File: src/rtl/neuron_seq.sv
// Dot-product sequencer for an external free-running MAC: feeds (x, w) pairs, snapshots the
// accumulator per neuron, then applies bias / ReLU / shift / saturation and hands the result downstream.
//
// state | meaning
// IDLE  | waiting for the first pair; base tracks the (stable) accumulator
// ACCUM | streaming pairs of the current neuron into the MAC
// DRAIN | MAC is summing the final pair
// CALC  | accumulator final; post-process and register the result
// OUT   | result presented, waiting for res_ready
module neuron_seq #(
    parameter int MAX_LEN = 16,
    parameter int BIAS    = 0,
    parameter int SHIFT   = 0,
    parameter int RELU    = 1
) (
    input  logic        clk,
    input  logic        rst_n,
    input  logic        in_valid,
    output logic        in_ready,
    input  logic [7:0]  in_x,
    input  logic [7:0]  in_w,
    input  logic        in_last,
    output logic [7:0]  mac_x,
    output logic [7:0]  mac_weight,
    input  logic [15:0] mac_out,
    output logic        res_valid,
    input  logic        res_ready,
    output logic [7:0]  res_data,
    output logic        res_trunc
);

    localparam int CW = $clog2(MAX_LEN + 1);
    localparam logic [CW-1:0] LEN_LIM = CW'(MAX_LEN);
    localparam logic signed [16:0] BIAS17 = 17'(BIAS);

    typedef enum logic [2:0] {
        ST_IDLE,
        ST_ACCUM,
        ST_DRAIN,
        ST_CALC,
        ST_OUT
    } state_t;

    state_t            state_q, state_d;
    logic [7:0]        mac_x_q, mac_x_d;
    logic [7:0]        mac_weight_q, mac_weight_d;
    logic [15:0]       base_q, base_d;
    logic [CW-1:0]     count_q, count_d;
    logic [CW-1:0]     count_inc;
    logic              trunc_q, trunc_d;
    logic              res_valid_q, res_valid_d;
    logic [7:0]        res_data_q, res_data_d;
    logic              res_trunc_q, res_trunc_d;

    logic              accept;
    logic [15:0]       dot;
    logic signed [16:0] biased;
    logic signed [16:0] rectified;
    logic signed [16:0] shifted;
    logic [7:0]        sat;

    assign in_ready  = (state_q == ST_IDLE) || (state_q == ST_ACCUM);
    assign accept    = in_valid && in_ready;
    assign count_inc = count_q + CW'(1);

    // The MAC never clears, so the neuron's contribution is the delta since the snapshot.
    assign dot       = mac_out - base_q;
    assign biased    = $signed({dot[15], dot}) + BIAS17;
    assign rectified = ((RELU != 0) && biased[16]) ? '0 : biased;
    assign shifted   = rectified >>> SHIFT;

    always_comb begin
        if (shifted > 17'sd127) begin
            sat = 8'h7f;
        end else if (shifted < -17'sd128) begin
            sat = 8'h80;
        end else begin
            sat = shifted[7:0];
        end
    end

    always_comb begin
        state_d      = state_q;
        mac_x_d      = '0;
        mac_weight_d = '0;
        base_d       = base_q;
        count_d      = count_q;
        trunc_d      = trunc_q;
        res_valid_d  = res_valid_q;
        res_data_d   = res_data_q;
        res_trunc_d  = res_trunc_q;

        if (accept) begin
            mac_x_d      = in_x;
            mac_weight_d = in_w;
        end

        case (state_q)
            ST_IDLE: begin
                base_d = mac_out;
                if (accept) begin
                    count_d = count_inc;
                    if (in_last || (count_inc == LEN_LIM)) begin
                        state_d = ST_DRAIN;
                        trunc_d = !in_last;
                    end else begin
                        state_d = ST_ACCUM;
                    end
                end
            end
            ST_ACCUM: begin
                if (accept) begin
                    count_d = count_inc;
                    if (in_last || (count_inc == LEN_LIM)) begin
                        state_d = ST_DRAIN;
                        trunc_d = !in_last;
                    end
                end
            end
            ST_DRAIN: begin
                state_d = ST_CALC;
            end
            ST_CALC: begin
                res_data_d  = sat;
                res_trunc_d = trunc_q;
                res_valid_d = 1'b1;
                state_d     = ST_OUT;
            end
            ST_OUT: begin
                if (res_ready) begin
                    res_valid_d = 1'b0;
                    count_d     = '0;
                    trunc_d     = 1'b0;
                    state_d     = ST_IDLE;
                end
            end
            default: begin
                state_d = ST_IDLE;
            end
        endcase
    end

    always_ff @(posedge clk or negedge rst_n) begin
        if (!rst_n) begin
            state_q      <= ST_IDLE;
            mac_x_q      <= '0;
            mac_weight_q <= '0;
            base_q       <= '0;
            count_q      <= '0;
            trunc_q      <= 1'b0;
            res_valid_q  <= 1'b0;
            res_data_q   <= '0;
            res_trunc_q  <= 1'b0;
        end else begin
            state_q      <= state_d;
            mac_x_q      <= mac_x_d;
            mac_weight_q <= mac_weight_d;
            base_q       <= base_d;
            count_q      <= count_d;
            trunc_q      <= trunc_d;
            res_valid_q  <= res_valid_d;
            res_data_q   <= res_data_d;
            res_trunc_q  <= res_trunc_d;
        end
    end

    assign mac_x      = mac_x_q;
    assign mac_weight = mac_weight_q;
    assign res_valid  = res_valid_q;
    assign res_data   = res_data_q;
    assign res_trunc  = res_trunc_q;

endmodule

File: config.mk
export PLATFORM = sky130hd
export DESIGN_NAME = neuron_seq
export DESIGN_NICKNAME = d
export VERILOG_FILES = /design/src/rtl/neuron_seq.sv
export SDC_FILE = /design/constraint.sdc
export NUM_CORES = 1
export LEC_CHECK = 0
export ABC_AREA = 0
export ABC_CLOCK_PERIOD_IN_PS = 6450
export CAP_MARGIN = 20
export CORE_MARGIN = 4
export CORE_UTILIZATION = 50
export CTS_CLUSTER_SIZE = 30
export DETAILED_ROUTE_END_ITERATION = 10
export PLACE_DENSITY = 0.84
export SLEW_MARGIN = 20
export SYNTH_ARGS = -nofsm -noshare
export SYNTH_HDL_FRONTEND = slang
export SYNTH_SLANG_ARGS = --single-unit
File: constraint.sdc
create_clock -name clk -period 6.45 [get_ports clk]
set_input_delay 0.645 -clock clk [delete_from_list [all_inputs] [get_ports clk]]
set_output_delay 0.645 -clock clk [all_outputs]
set_load 0.05 [all_outputs]
# Yosys cells after proc, flatten, opt, wreduce, memory -nomap -nowiden
# Index checks and enable logic that the tools add are counted.
# Widths: inputs -> output; s select.
[op_classes]
addsub = 2
magnitude_cmp = 2
eq_ne = 11
n_mux = 19
n_reduce_logical = 12
[ops]
columns = ["cell", "n"]
rows = [
  ["$mux 8", 4],
  ["$lt 16x8->1 const B", 1],
  ["$sub 16x16->16", 1],
  ["$gt 15x7->1 const B", 1],
  ["$mux 15", 1],
  ["$pmux 3 s5", 1],
  ["$mux 3", 4],
  ["$mux 5", 2],
  ["$pmux 5 s2", 1],
  ["$reduce_and 4->1", 2],
  ["$eq 3x2->1 const B", 2],
  ["$ne 2x1->1 const B", 3],
  ["$ne 2x2->1 const B", 3],
  ["$add 5x1->5 const B", 1],
  ["$eq 5x5->1 const B", 1],
  ["$pmux 1 s2", 2],
  ["$reduce_bool 2->1", 2],
  ["$eq 3x1->1 const B", 1],
  ["$eq 3x3->1 const B", 1],
  ["$logic_not 3->1", 1],
  ["$mux 1", 3],
  ["$reduce_and 3->1", 1],
  ["$logic_or 1x1->1", 2],
  ["$mux 2", 1],
  ["other kinds (4)", 4],
]
[totals]
register_bits = 51
out_inout_bits = 27
word_cells = 55

# Longest topological paths before layout
[logic_depth]
word_depth = 6
depth_mapped = 10
ltp_nobuf = 10

# Least setup slack after synthesis
# No wires, ideal clock.
[synth_timing]
path_type = "input -> register"
from = "in mac_out[6]"
to = "reg res_data_q[0], in the netlist res_data[0]"
t_arrival_ns = 2.471
required_time_ns = 6.310
setup_slack_ns = 3.840
path_stages = 8
n_path_buf = 0
cell_sequence = "ha_1 -> a211oi_2 -> nor2_1 -> or4_1 -> o21bai_2 -> mux2_4 -> nor3b_1 -> a21oi_1"
[synth_via]
elab_chain_len = 5
[synth_rtl]
columns = ["element", "line", "source"]
rows = [
  ["from (decl)", "25", "input logic [15:0] mac_out,"],
  ["$sub 16x16->16 (*)", "67", "assign dot = mac_out - base_q;"],
  ["$mux 15 (*)", "69", "assign rectified = ((RELU != 0) && biased[16]) ? '0 : biased;"],
  ["$lt 16x8->1", "75", "end else if (shifted < -17'sd128) begin"],
  ["$mux 8", "75", ""],
  ["$mux 8 (*)", "73", "if (shifted > 17'sd127) begin"],
  ["to (signal assigned)", "162", "res_data_q <= res_data_d;"],
  ["to (decl)", "52", "logic [7:0] res_data_q, res_data_d;"],
]
# Every way passes the cells marked *; elsewhere a longest branch is shown, timed or not.
# A chain may end at the register's enable or synchronous reset.

# Final worst setup path
[layout_timing]
from = "reg state_q[1]"
to = "out in_ready"
[layout_via]
elab_chain_len = 2
[layout_rtl]
columns = ["element", "line", "source"]
rows = [
  ["from (decl)", "44", "state_t state_q, state_d;"],
  ["from (signal assigned)", "155", "state_q <= state_d;"],
  ["$eq 3x1->1 / $logic_not 3->1 (equally long branches)", "62", "assign in_ready = (state_q == ST_IDLE) || (state_q == ST_ACCUM);"],
  ["$logic_or 1x1->1 (*)", "62", ""],
  ["to (decl)", "19", "output logic in_ready,"],
]
# Marks and branches as above.

==> qor.csv <==
stage;metric;value;unit
outcome;status;finished clean;
route;drtIter0Drc;159;
sta;hold_viol_final;0;
finish;nets;414;
floorplanning;start_util;52.2;%
setup_path;setup.worst_path.class;reg -> out;
clocking;clock_tree.buffer_depth;2;
route;drc_errors;0;
route;viasPerCell;5.67;
power;p_int;977;µW
power;seqPwrFrac;28.2;%
clocking;hold_buffers;0;
route;ant_nets;0;
finish;antenna_cells;0;
floorplanning;die_x;84.3;µm
finish;area_growth;27.3;%
route;dr.pass1.iters;4;
clocking;postCtsSetupBuffers;0;
setup_path;worstSetupStartpoint;state_q[1];
route;num_vias;2454;
logic_synthesis;synth_nets;351;
power;switching_share;47.6;%
logic_synthesis;yosysTopAreaCell;dfrtp_1;
setup_path;r2r_start;base_q[6];
finish;nFillCells;448;
setup_path;end_kind;primary output;
route;routed_wl;6690;µm
logic_synthesis;syn_area;0.00291;mm²
logic_synthesis;synth_area_leaders;dfrtp_1 (44%), ha_1 (6.9%), and3_1 (4.3%), a21oi_1 (4.1%), o21ai_0 (3.6%);
clocking;cts_made_buffers;5;
sta;min_period;3150;ps
route;wl_per_cell;15.5;µm
clocking;clk_latency;310;ps
setup_path;required;5800;ps
setup_path;r2r_slack;3970;ps
clocking;cts_tree;built;
logic_synthesis;synthFlopType;dfrtp_1;
logic_synthesis;syn_inst;297;
floorplanning;placeableCoreArea;0.00557;mm²
sta;clock_skew;12.5;ps
sta;setup_viol;0;
placed_design;port_buffers;63;
hold_path;hp-class;in -> async;
sta;fmaxAchievable;0.318;GHz
placed_design;place_ws;3240;ps
sta;final.setup.tns;0;ps
logic_synthesis;synth_warnings;0;
floorplanning;dieArea;0.00711;mm²
setup_path;cp.arrival;2500;ps
logic_synthesis;synth_edf_count;0;
clocking;cts_sinks;51;
grt;overflow;0;
logic_synthesis;synth_top_area_share;43.8;%
sta;fin_ws;3300;ps
finish;drive_gt1_share;9.14;%
sta;slew_viol_final;0;
placed_design;gp_congestion;0.838;
logic_synthesis;ys_ff_latch;51;
clocking;path_clk_slew;110;ps
sta;layout_worst_path_cycle_share;48.8;%
sta;slew_headroom;39.7;%
floorplanning;ios;64;
power;power_density;503;mW/mm²
grt;grt_pass1_vias;2400;
setup_path;start_kind;register;
grt;grt_max_degree;52;
placed_design;post-dp-hpwl;5030;µm
floorplanning;fp-row-count;27;
power;p_comb_share;61.0;%
logic_synthesis;yosysSeqAreaShare;43.8;%
logic_synthesis;syn-mean-instance-area;9.80;µm²
grt;grt_use_total;19.1;%
grt;grt_antenna_before_repair;0;
power;leakage;0.00165;µW
clocking;postCtsResizedCells;0;
logic_synthesis;async_flop_share;100;%
logic_synthesis;ys_types;55;
setup_path;cp_max_fo;18;
power;clock_power_share;10.8;%
sta;rsz0062_at_grt;false;
floorplanning;die_h;84.3;µm
flow_run;drv_cap;0;
sta;tightest_slew;902;ps
clocking;htreeDepth;2;
clocking;cts_root_buf;clkbuf_8;
power;max-vdd-ir-drop;0.250;mV
grt;grt_pass1_wl;11100;µm
power;power_switching;887;µW
[kinds of logic after synthesis]
group | Yosys count | share of synthesized area [%]
flip-flops | 51 | 43.8
buffers and inverters | 29 | 3.91
multiplexers | 9 | 3.48
AND/OR/NAND/NOR | 96 | 18.1
adder cells (fa/ha/maj) | 17 | 7.56
XOR/XNOR | 9 | 2.71
AO/OA/AOI/OAI | 86 | 20.4
[layer usage]
metal  global-route usage [%]  vias to the layer above  share of wire [%]
li1                         -                     1197                  -
met2                     33.4                       70                 51
met5                        0                        -                  0
met1                     22.5                     1178                 41
met3                     5.89                        9                6.1
met4                     5.70                        0                1.4
[final timing paths]
check                      cells after the start     endpoint
min in group clk                               2      trunc_q
max in group asynchronous                      2   state_q[1]
hold / removal                                 2    base_q[9]
setup / recovery                               2     in_ready
setup reg to reg                               9  res_data[0]
hold reg to reg                                2      trunc_q
[placed cells by master (no fill, tap or decap), drive strengths merged, types with 4 or more instances in the layout]
cell / n
nor2: 10
a21oi: 25
ha: 16
clkdlybuf4s50: 62
o21ai: 23
clkbuf: 5
o211ai: 9
nand2: 26
nand3: 7
mux2: 6
xnor2: 7
nand2b: 4
nor3: 8
and3: 20
nor2b: 5
inv: 21
dfrtp: 51
a22o: 4
[critical path, stage by stage (launching register included)]
cell             delay (ps)
dfrtp_1                 500
nor2_1                  740
clkdlybuf4s50_1         950
[per-stage QoR]
stage          hold slack, ps  utilization (%)  instance area, µm²  total power (µW)  std cells
2_1_floorplan             349                -                2910              1370        297
3_3_place_gp              475             64.7                3610              1630        425
3_5_place_dp              477             64.7                3610              1670        425
4_1_cts                   458             66.5                3710              1870        433
5_1_grt                   492             66.5                3710              2000        433
6_report                  423             66.5                3710              1860        433
[synth_stat cells, types with 2 or more instances]
cell	instances
a211o_2	2
a211oi_2	2
a21o_1	3
a21oi_1	24
a22o_1	4
a31oi_2	2
and2_1	2
and3_1	20
clkbuf_1	7
dfrtp_1	51
ha_1	16
inv_1	19
mux2_2	4
mux2i_1	3
nand2_1	26
nand2b_1	4
nand3_1	7
nand3b_1	3
nand4_1	3
nor2_1	10
nor2b_1	4
nor3_1	8
nor3b_1	2
o211ai_1	9
o21a_1	3
o21ai_0	21
o21ai_2	2
o21bai_1	2
xnor2_1	7
xor2_1	2
[power by group through the flow]
stage               combinational (µW)  clock [µW]  sequential, µW
floorplan                          695           0             670
global placement                  1100           0             524
detailed placement                1140           0             531
CTS                               1140         204             527
global route                      1240         220             540
finish                            1140         201             525
[registers in the layout, summed over array words and instances, names as in the netlist]
register,count
base_q,16
mac_weight,8
mac_x,8
res_data,8
count_q,5
state_q,3
res_trunc,1
res_valid,1
trunc_q,1
[final cells by class]
class | instances | area [µm²] | share of cell area [%]
clock inverter | 3 | 28.8 | 0.777
sequential | 51 | 1280 | 34.4
timing repair buffer | 65 | 641 | 17.3
clock buffer | 5 | 68.8 | 1.86
tap | 72 | 90.1 | 2.43
multi-input combinational | 217 | 1530 | 41.2
inverter | 20 | 75.1 | 2.03
Note: power is estimated with default switching activity, not from simulation.
